[src/rtl/servo_pulse_decoder.sv]
// servo_pulse_decoder
//   Measures the high time of a servo PWM input and reports it as a 10-bit duty
//   code on the same scale as the servo driver (1 LSB = TICK_DIV clocks). The
//   code is also classified as center/LOW/HIGH, and loss of signal is flagged
//   when no pulse completes within TIMEOUT clocks.
//
// Ports
//   clk25mhz     in   sole clock, rising edge
//   reset        in   synchronous, active-high
//   servoSignal  in   asynchronous PWM input, high-active pulse
//   duty_code    out  [9:0] last measured width, floor(high_cycles / TICK_DIV)
//   duty_valid   out  one-cycle strobe when duty_code updates
//   position     out  [1:0] 0 center, 1 LOW, 2 HIGH, 3 nothing measured yet
//   signal_lost  out  high while no pulse has completed within TIMEOUT clocks
//
// Build option
//   SERVO_DECODE_GLITCH_FILTER_EN: adds a 4-sample stability filter after the
//   synchronizer. Pulses shorter than 4 clocks are ignored and the fall-to-strobe
//   latency grows from 3 to 7 clocks.
module servo_pulse_decoder #(
    parameter int unsigned TICK_DIV    = 488,
    parameter int unsigned TIMEOUT     = 625000,
    parameter int unsigned LOW_THRESH  = 64,
    parameter int unsigned HIGH_THRESH = 90
) (
    input  logic       clk25mhz,
    input  logic       reset,
    input  logic       servoSignal,
    output logic [9:0] duty_code,
    output logic       duty_valid,
    output logic [1:0] position,
    output logic       signal_lost
);

    localparam int unsigned TW = (TICK_DIV > 1) ? $clog2(TICK_DIV) : 1;
    localparam int unsigned FW = $clog2(TIMEOUT + 1);
    localparam logic [TW-1:0] TickLast  = TW'(TICK_DIV - 1);
    localparam logic [FW-1:0] FrameMax  = FW'(TIMEOUT);
    localparam logic [FW-1:0] FrameLast = FW'(TIMEOUT - 1);
    localparam logic [9:0]    LowThr    = 10'(LOW_THRESH);
    localparam logic [9:0]    HighThr   = 10'(HIGH_THRESH);
    // Consecutive low samples needed before arming; must exceed the pipeline
    // depth so zeroed flops right after reset are never mistaken for a real low.
    localparam logic [3:0]    SeekLast  = 4'd15;

    typedef enum logic [1:0] {StSeek, StArmed, StHigh} state_e;

    state_e        state_q, state_d;
    logic          sync1_q, sync2_q;
    logic          lvl_q, lvl_d;
    logic          prev_q;
    logic [3:0]    seek_q, seek_d;
    logic [TW-1:0] tick_q, tick_d, tick_inc;
    logic [9:0]    acc_q, acc_d, acc_inc;
    logic [FW-1:0] frame_q, frame_d;
    logic [9:0]    code_q, code_d;
    logic          valid_q, valid_d;
    logic [1:0]    pos_q, pos_d;
    logic          lost_q, lost_d;
    logic          rise, fall, measure;

`ifdef SERVO_DECODE_GLITCH_FILTER_EN
    logic [3:0] hist_q, hist_d;

    // Level follows the input only once the last four samples agree.
    always_comb begin
        hist_d = {hist_q[2:0], sync2_q};
        lvl_d  = lvl_q;
        if (&hist_q) begin
            lvl_d = 1'b1;
        end else if (~|hist_q) begin
            lvl_d = 1'b0;
        end
    end
`else
    always_comb begin
        lvl_d = sync2_q;
    end
`endif

    assign rise    = lvl_q & ~prev_q;
    assign fall    = ~lvl_q & prev_q;
    assign measure = (state_q == StHigh) && fall;

    function automatic logic [1:0] classify(input logic [9:0] code);
        if (code < LowThr) begin
            return 2'd1;
        end else if (code > HighThr) begin
            return 2'd2;
        end else begin
            return 2'd0;
        end
    endfunction

    // Tick/code accumulation for one cycle spent in StHigh.
    always_comb begin
        if (tick_q == TickLast) begin
            tick_inc = '0;
            acc_inc  = (acc_q == 10'h3FF) ? acc_q : acc_q + 10'd1;
        end else begin
            tick_inc = tick_q + TW'(1);
            acc_inc  = acc_q;
        end
    end

    always_comb begin
        state_d = state_q;
        seek_d  = seek_q;
        tick_d  = tick_q;
        acc_d   = acc_q;
        code_d  = code_q;
        valid_d = 1'b0;
        pos_d   = pos_q;
        lost_d  = lost_q;
        frame_d = (frame_q == FrameMax) ? frame_q : frame_q + FW'(1);

        case (state_q)
            StSeek: begin
                if (!lvl_q) begin
                    if (seek_q == SeekLast) begin
                        state_d = StArmed;
                        seek_d  = '0;
                    end else begin
                        seek_d = seek_q + 4'd1;
                    end
                end else begin
                    seek_d = '0;
                end
            end
            StArmed: begin
                if (rise) begin
                    state_d = StHigh;
                    tick_d  = '0;
                    acc_d   = '0;
                end
            end
            StHigh: begin
                tick_d = tick_inc;
                acc_d  = acc_inc;
                if (fall) begin
                    // The falling cycle itself counts as a high cycle.
                    code_d  = acc_inc;
                    pos_d   = classify(acc_inc);
                    valid_d = 1'b1;
                    lost_d  = 1'b0;
                    frame_d = '0;
                    state_d = StArmed;
                end
            end
            default: state_d = StSeek;
        endcase

        // Timeout fires once, on the step to TIMEOUT; a coincident measurement wins.
        if (!measure && (frame_q == FrameLast)) begin
            lost_d  = 1'b1;
            state_d = StSeek;
            seek_d  = '0;
        end
    end

    always_ff @(posedge clk25mhz) begin
        if (reset) begin
            state_q <= StSeek;
            sync1_q <= 1'b0;
            sync2_q <= 1'b0;
            lvl_q   <= 1'b0;
            prev_q  <= 1'b0;
            seek_q  <= '0;
            tick_q  <= '0;
            acc_q   <= '0;
            frame_q <= '0;
            code_q  <= '0;
            valid_q <= 1'b0;
            pos_q   <= 2'd3;
            lost_q  <= 1'b1;
`ifdef SERVO_DECODE_GLITCH_FILTER_EN
            hist_q  <= '0;
`endif
        end else begin
            state_q <= state_d;
            sync1_q <= servoSignal;
            sync2_q <= sync1_q;
            lvl_q   <= lvl_d;
            prev_q  <= lvl_q;
            seek_q  <= seek_d;
            tick_q  <= tick_d;
            acc_q   <= acc_d;
            frame_q <= frame_d;
            code_q  <= code_d;
            valid_q <= valid_d;
            pos_q   <= pos_d;
            lost_q  <= lost_d;
`ifdef SERVO_DECODE_GLITCH_FILTER_EN
            hist_q  <= hist_d;
`endif
        end
    end

    assign duty_code   = code_q;
    assign duty_valid  = valid_q;
    assign position    = pos_q;
    assign signal_lost = lost_q;

endmodule
[config.mk]
export PLATFORM = sky130hd
export DESIGN_NAME = servo_pulse_decoder
export DESIGN_NICKNAME = d
export VERILOG_FILES = /design/src/rtl/servo_pulse_decoder.sv
export SDC_FILE = /design/constraint.sdc
export NUM_CORES = 1
export LEC_CHECK = 0
export CAP_MARGIN = 30
export CORE_MARGIN = 2
export CORE_UTILIZATION = 40
export DETAILED_ROUTE_END_ITERATION = 12
export SLEW_MARGIN = 15
export SYNTH_ARGS = -nofsm -noshare
export SYNTH_HDL_FRONTEND = slang
export SYNTH_SLANG_ARGS = --single-unit
export TNS_END_PERCENT = 50
[constraint.sdc]
create_clock -name clk25mhz -period 5.25 [get_ports clk25mhz]
set_input_delay 0.525 -clock clk25mhz [delete_from_list [all_inputs] [get_ports clk25mhz]]
set_output_delay 0.525 -clock clk25mhz [all_outputs]
set_load 0.01 [all_outputs]
-- Word-level counts from Yosys, hierarchy flattened
Index checks and enable logic that the tools add are counted.
- flip-flop bits (word level): 63
- input port bits: 3
- output and inout port bits: 14
- word-level logic and storage cells: 65
- add/subtract/negate cells: 4
- magnitude comparators: 2
- equal/unequal tests: 11
- muxes and demuxes: 20
- bitwise operators: 5
- reductions and logical operators: 10
- operators by type and width (kind ; number):
    20-bit two-way mux ; 3
    20-bit == test, second input constant ; 2
    10-bit two-way mux ; 3
    20-bit by 1-bit adder with 20-bit output, second input constant ; 1
    10-bit case mux with 2 select lines ; 1
    9-bit two-way mux ; 2
    9-bit case mux with 2 select lines ; 1
    2-bit two-way mux ; 6
    10-bit by 1-bit adder with 10-bit output, second input constant ; 1
    10-bit == test, second input constant ; 1
    10-bit by 7-bit > comparator with 1-bit output, second input constant ; 1
    10-bit by 7-bit < comparator with 1-bit output, second input constant ; 1
    9-bit by 1-bit adder with 9-bit output, second input constant ; 1
    9-bit == test, second input constant ; 1
    4-bit two-way mux ; 2
    2-bit != test, second input constant ; 4
    2-bit case mux with 3 select lines ; 1
    4-bit by 1-bit adder with 4-bit output, second input constant ; 1
    4-bit == test, second input constant ; 1
    2-bit AND reduction ; 2
    4-bit AND reduction ; 1
    2-bit OR reduction ; 2
    1-bit NOT ; 3
    1-bit AND ; 2
    7 further kinds ; 8

-- Depth between registers and ports, before layout
- word-level depth: 6
- depth in mapped cells: 7
- mapped depth without buffers: 6

-- Worst setup path after synthesis
No wires, ideal clock.
- path type: register to register
- start point: register tick_q[0]
- end point: register pos_q[0], in the netlist position[0]
- setup time: 0.058 ns
- data arrival time: 1.897 ns
- data required time: 5.192 ns
- slack: 3.296 ns
- cell stages (with the launch flop): 7
- path buffers: 0
- path through: dfxtp_1 > ha_1 > nand4_4 > nor4_1 > mux2_2 > nor4_1 > a211o_1
- longest elaborated chain between the ends: 4
- RTL lines (element ; line ; text):
    start: declaration ; 53 ; logic [TW-1:0] tick_q, tick_d, tick_inc;
    start signal: assignment ; 186 ; tick_q <= tick_d;
    9-bit == test ; 97 ; if (tick_q == TickLast) begin
    10-bit two-way mux ; 97 ;
    10-bit by 7-bit < comparator with 1-bit output ; 86 ; if (code < LowThr) begin
    2-bit two-way mux ; 86 ;
    end signal: assignment ; 191 ; pos_q <= pos_d;
    end: declaration ; 58 ; logic [1:0] pos_q, pos_d;
Every way passes these cells.
A chain may end at the register's enable or synchronous reset.

-- Worst setup path in the final report
- start point: register state_q[1]
- end point: register pos_q[1], in the netlist position[1]
- longest elaborated chain between the ends: 2
- RTL lines (element ; line ; text):
    start: declaration ; 48 ; state_e state_q, state_d;
    start signal: assignment ; 163 ; state_q <= StSeek;
    start signal: assignment ; 180 ; state_q <= state_d;
    2-bit == test ; 117 ; case (state_q)
    2-bit AND reduction (no source line) ; n/a ;
Every way passes these cells.

==> summary.md <==
| Metric | Value |
|---|---|
| Status | `finished, final reports clean` |
| Synth top area share | `about two fifths` |
| Multi-input logic area | `approximately 1700 um2` |
| Total grt overflow | `0` |
| Crit path cell chain | `nor2b_1 -> buf_4 -> nand3_1 -> nand2_1 -> o221ai_1 -> o21ai_0` |
| Die W | `92.84 um` |
| XOR/XNOR share of the synthesized area | `about 6.4%` |
| Syn nets | `roughly 380` |
| YS warnings | `0` |
| Critical path's slowest cell | `nand2_1` |
| Gate Count Post-Synth | `369` |
| Worst path depth | `6` |
| Die ar. | `~8600 um2` |
| Synth cell types | `64` |
| Final Hold Fails | `0` |
| Core area | `7687 um2` |
| Largest net degree at the start of global routing | `36` |
| Reg2Reg Depth | `6` |
| Layout cells sized above 1 | `approximately a tenth` |
| Simple-gate share of the synthesized area | `about 29%` |
| Inserted Clock Buffers | `9` |
| Crit path arrival time | `2.71 ns` |
| Post-DRT Antenna Nets | `0` |
| Buffers on Ports | `16` |
| Area growth, synth to finish | `13.44%` |
| Reg2reg start | `state_q[1]` |
| Largest family of logic cells by synthesized area | `simple AND/OR/NAND/NOR gates` |
| RSZ-0062 raised after global routing | `false` |
| Critical Path End | `position[1]` |
| Sequential-to-total area share from yosys stat | `between 30% and 40%` |
| Synthesized area | `approximately 3200 um2` |
| H-tree levels | `3` |
| NumNets Final | `between 300 and 400` |
| Post-CTS sizing | `0` |
| Async SR Flop Fraction | `0%` |
| I/O Pins | `17` |
| Peak VDD IR | `~0.14 mV` |
| Endpoint class of the critical path | `register` |
| Diodes inserted | `0` |
| Worst Max-Slew Pin Slew | `roughly 0.73 ns` |
| Final setup TNS | `0 ns` |
| Final setup viols | `0` |
| FMAX | `409.1 MHz` |
| Final period utilization | `46.56%` |
| Rows | `32` |
| DP Cell Count | `about 470` |
| Vias/cell | `about 5.3` |
| HP Class | `register to register` |
| First-pass GRT wire length | `around 11000 um` |
| Via count | `between 2000 and 3000` |
| CP peak stage delay | `approximately 0.73 ns` |
| Die Ht | `slightly above 90 um` |
| Clock Tree Buf Depth | `2` |
| Power Dens Cells | `roughly 290 nW/um2` |
| Required @ worst endpoint | `between 5 and 6 ns` |
| Clock skew | `roughly 0.01 ns` |
| Dominant synthesized flop cell | `dfxtp_1` |
| Average wire per standard cell | `approximately 14 um` |
| FF-to-FF End | `position[1]` |
| TritonRoute pass-1 iters | `4` |
| CTS tree | `yes` |
| Yosys top cell by area | `dfxtp_1` |
| Synth Area in Compound Gates | `15.77%` |
| MaxCap Viol Count | `0` |
| GP Congestion | `0.8286` |
| Slew headroom | `~51%` |
| Synth area leaders | `dfxtp_1 (40%), nor2_1 (5.9%), a21oi_1 (4.0%)` |
| Worst path buffer plus inverter count | `1` |
| Post-DP HPWL | `4533 um` |
| Tmin final | `2.444 ns` |
| Global-route usage over all layers | `roughly 16%` |
| Worst-skew pair later-pin latency | `around 0.34 ns` |
| Synthesized-area fraction occupied by adder cells | `under 10%` |
| Final std cells w/o fill | `between 400 and 500` |
| Starting Density | `about two fifths` |
| Root Driver | `clkbuf_8` |
| Sequential cell area | `1261 um2` |
| Leak | `about 1.2 nW` |
| Clk sinks | `63` |
| DRT iter0 DRCs | `171` |
| Top cell family by delay on the critical path | `simple AND/OR/NAND/NOR gates` |
| R2r setup slk | `about 2.8 ns` |
| Critical path origin | `state_q[1]` |
| DRC viols | `0` |
| Clk slew on worst S/H paths | `roughly 0.080 ns` |
| Postcts setup bufs | `0` |
| Crit Path Class | `register to register` |
| Initial antenna violation count | `0` |
| Average cell area after synthesis | `about 8.6 um2` |
| Fill count | `~770` |
| Crit path launch type | `register` |
| Post-Route WL | `approximately 6700 um` |
| EDFF count, synth | `0` |
| Fin. max-slew vios | `0` |
| Vias in the first global route | `2323` |
| Post-synthesis mux area share | `under 10%` |
| Synth Register Bits | `between 60 and 70` |
| Hold Worst Slack | `0.4407 ns` |
| Hold_buf cts | `0` |
| Crit Path Max Fanout | `22` |
stage by stage:
stage | worst slack (ns) | total power (W) | util [%] | cell area [um2]
floorplan | 3.296 | 0.0005142 | - | 3157
global placement | 2.780 | 0.0005192 | 43.31 | 3329
detailed placement | 2.711 | 0.0005200 | 43.31 | 3329
CTS | 2.782 | 0.001040 | 46.48 | 3573
global route | 2.466 | 0.001067 | 46.58 | 3581
finish | 2.806 | 0.001027 | 46.58 | 3581
power breakdown:
group	switching (W)	leakage (nW)	total [W]	internal, W
clock network	0.000202	0.120	0.000519	0.000317
registers	0.00000419	0.509	0.000487	0.000482
logic	0.0000134	0.563	0.0000217	0.00000826
total	0.000220	1.19	0.00103	0.000808
synth_stat cells (4+ instances only):
master	count
nand4_1	10
nand3_1	17
or3_1	7
dfxtp_1	63
nand3b_1	4
nor2b_1	5
ha_1	5
and3_1	9
a311oi_1	5
clkbuf_1	11
xnor2_1	14
inv_1	9
a21oi_1	25
o21ai_0	18
nand2_1	26
xor2_1	9
nor3_1	13
clkbuf_8	4
nor2_1	50
worst min-delay path by stage:
stage,depth (start not counted),from,to
final,1,lvl_d,lvl_q
after global routing,1,sync1_q,lvl_d
after floorplan,1,sync1_q,lvl_d
after CTS,1,lvl_d,lvl_q
after detailed placement,1,lvl_d,lvl_q
after global placement,1,lvl_d,lvl_q
cell families after synthesis:
| logic type | after synthesis |
|---|---|
| mux | 5 |
| fa+ha+maj | 5 |
| flops | 63 |
| buf+inv | 28 |
| xor+xnor | 23 |
| simple gates | 168 |
| compound gates | 77 |
area by class of cell:
type	count	share of cell area (%)
sequential	63	35.22
clock buffer	9	3.459
tap	102	3.564
multi-input combinational	278	48.15
clock inverter	7	3.354
timing repair buffer	20	5.311
inverter	9	0.9434
layer usage:
layer / GRT usage [%] / up-vias / share of wire [%]
met2: 23.43 / 49 / 42
met5: 0 / - / 0
li1: - / 1359 / -
met4: 6.618 / 0 / 1.4
met3: 2.929 / 7 / 4.1
met1: 23.95 / 1183 / 52
registers in the layout, indices dropped and copies added (netlist names):
name and cells:
signal_lost 1, duty_code 10, lvl_q 1, duty_valid 1, tick_q 9, acc_q 10
prev_q 1, lvl_d 1, seek_q 4, sync1_q 1, state_q 2, position 2
frame_q 20
placed cells by master (no fill, tap or decap), types with 3 or more instances in the layout:
cell / instances
nand3_1: 17
nor3_1: 13
clkbuf_8: 9
clkdlybuf4s50_1: 16
a311oi_1: 5
nand2_1: 26
bufinv_16: 3
a22oi_1: 3
a21oi_1: 25
dfxtp_1: 63
inv_1: 9
o21ai_0: 18
nor2_1: 50
mux2_2: 3
nor2b_1: 5
or3_1: 7
xnor2_1: 14
xor2_1: 9
ha_1: 5
nand3b_1: 4
a41oi_1: 3
a211oi_1: 3
and3_1: 9
buf_4: 4
nor4_1: 3
nand2b_1: 3
nand4_1: 10
Power figures use the tool's default switching activity.
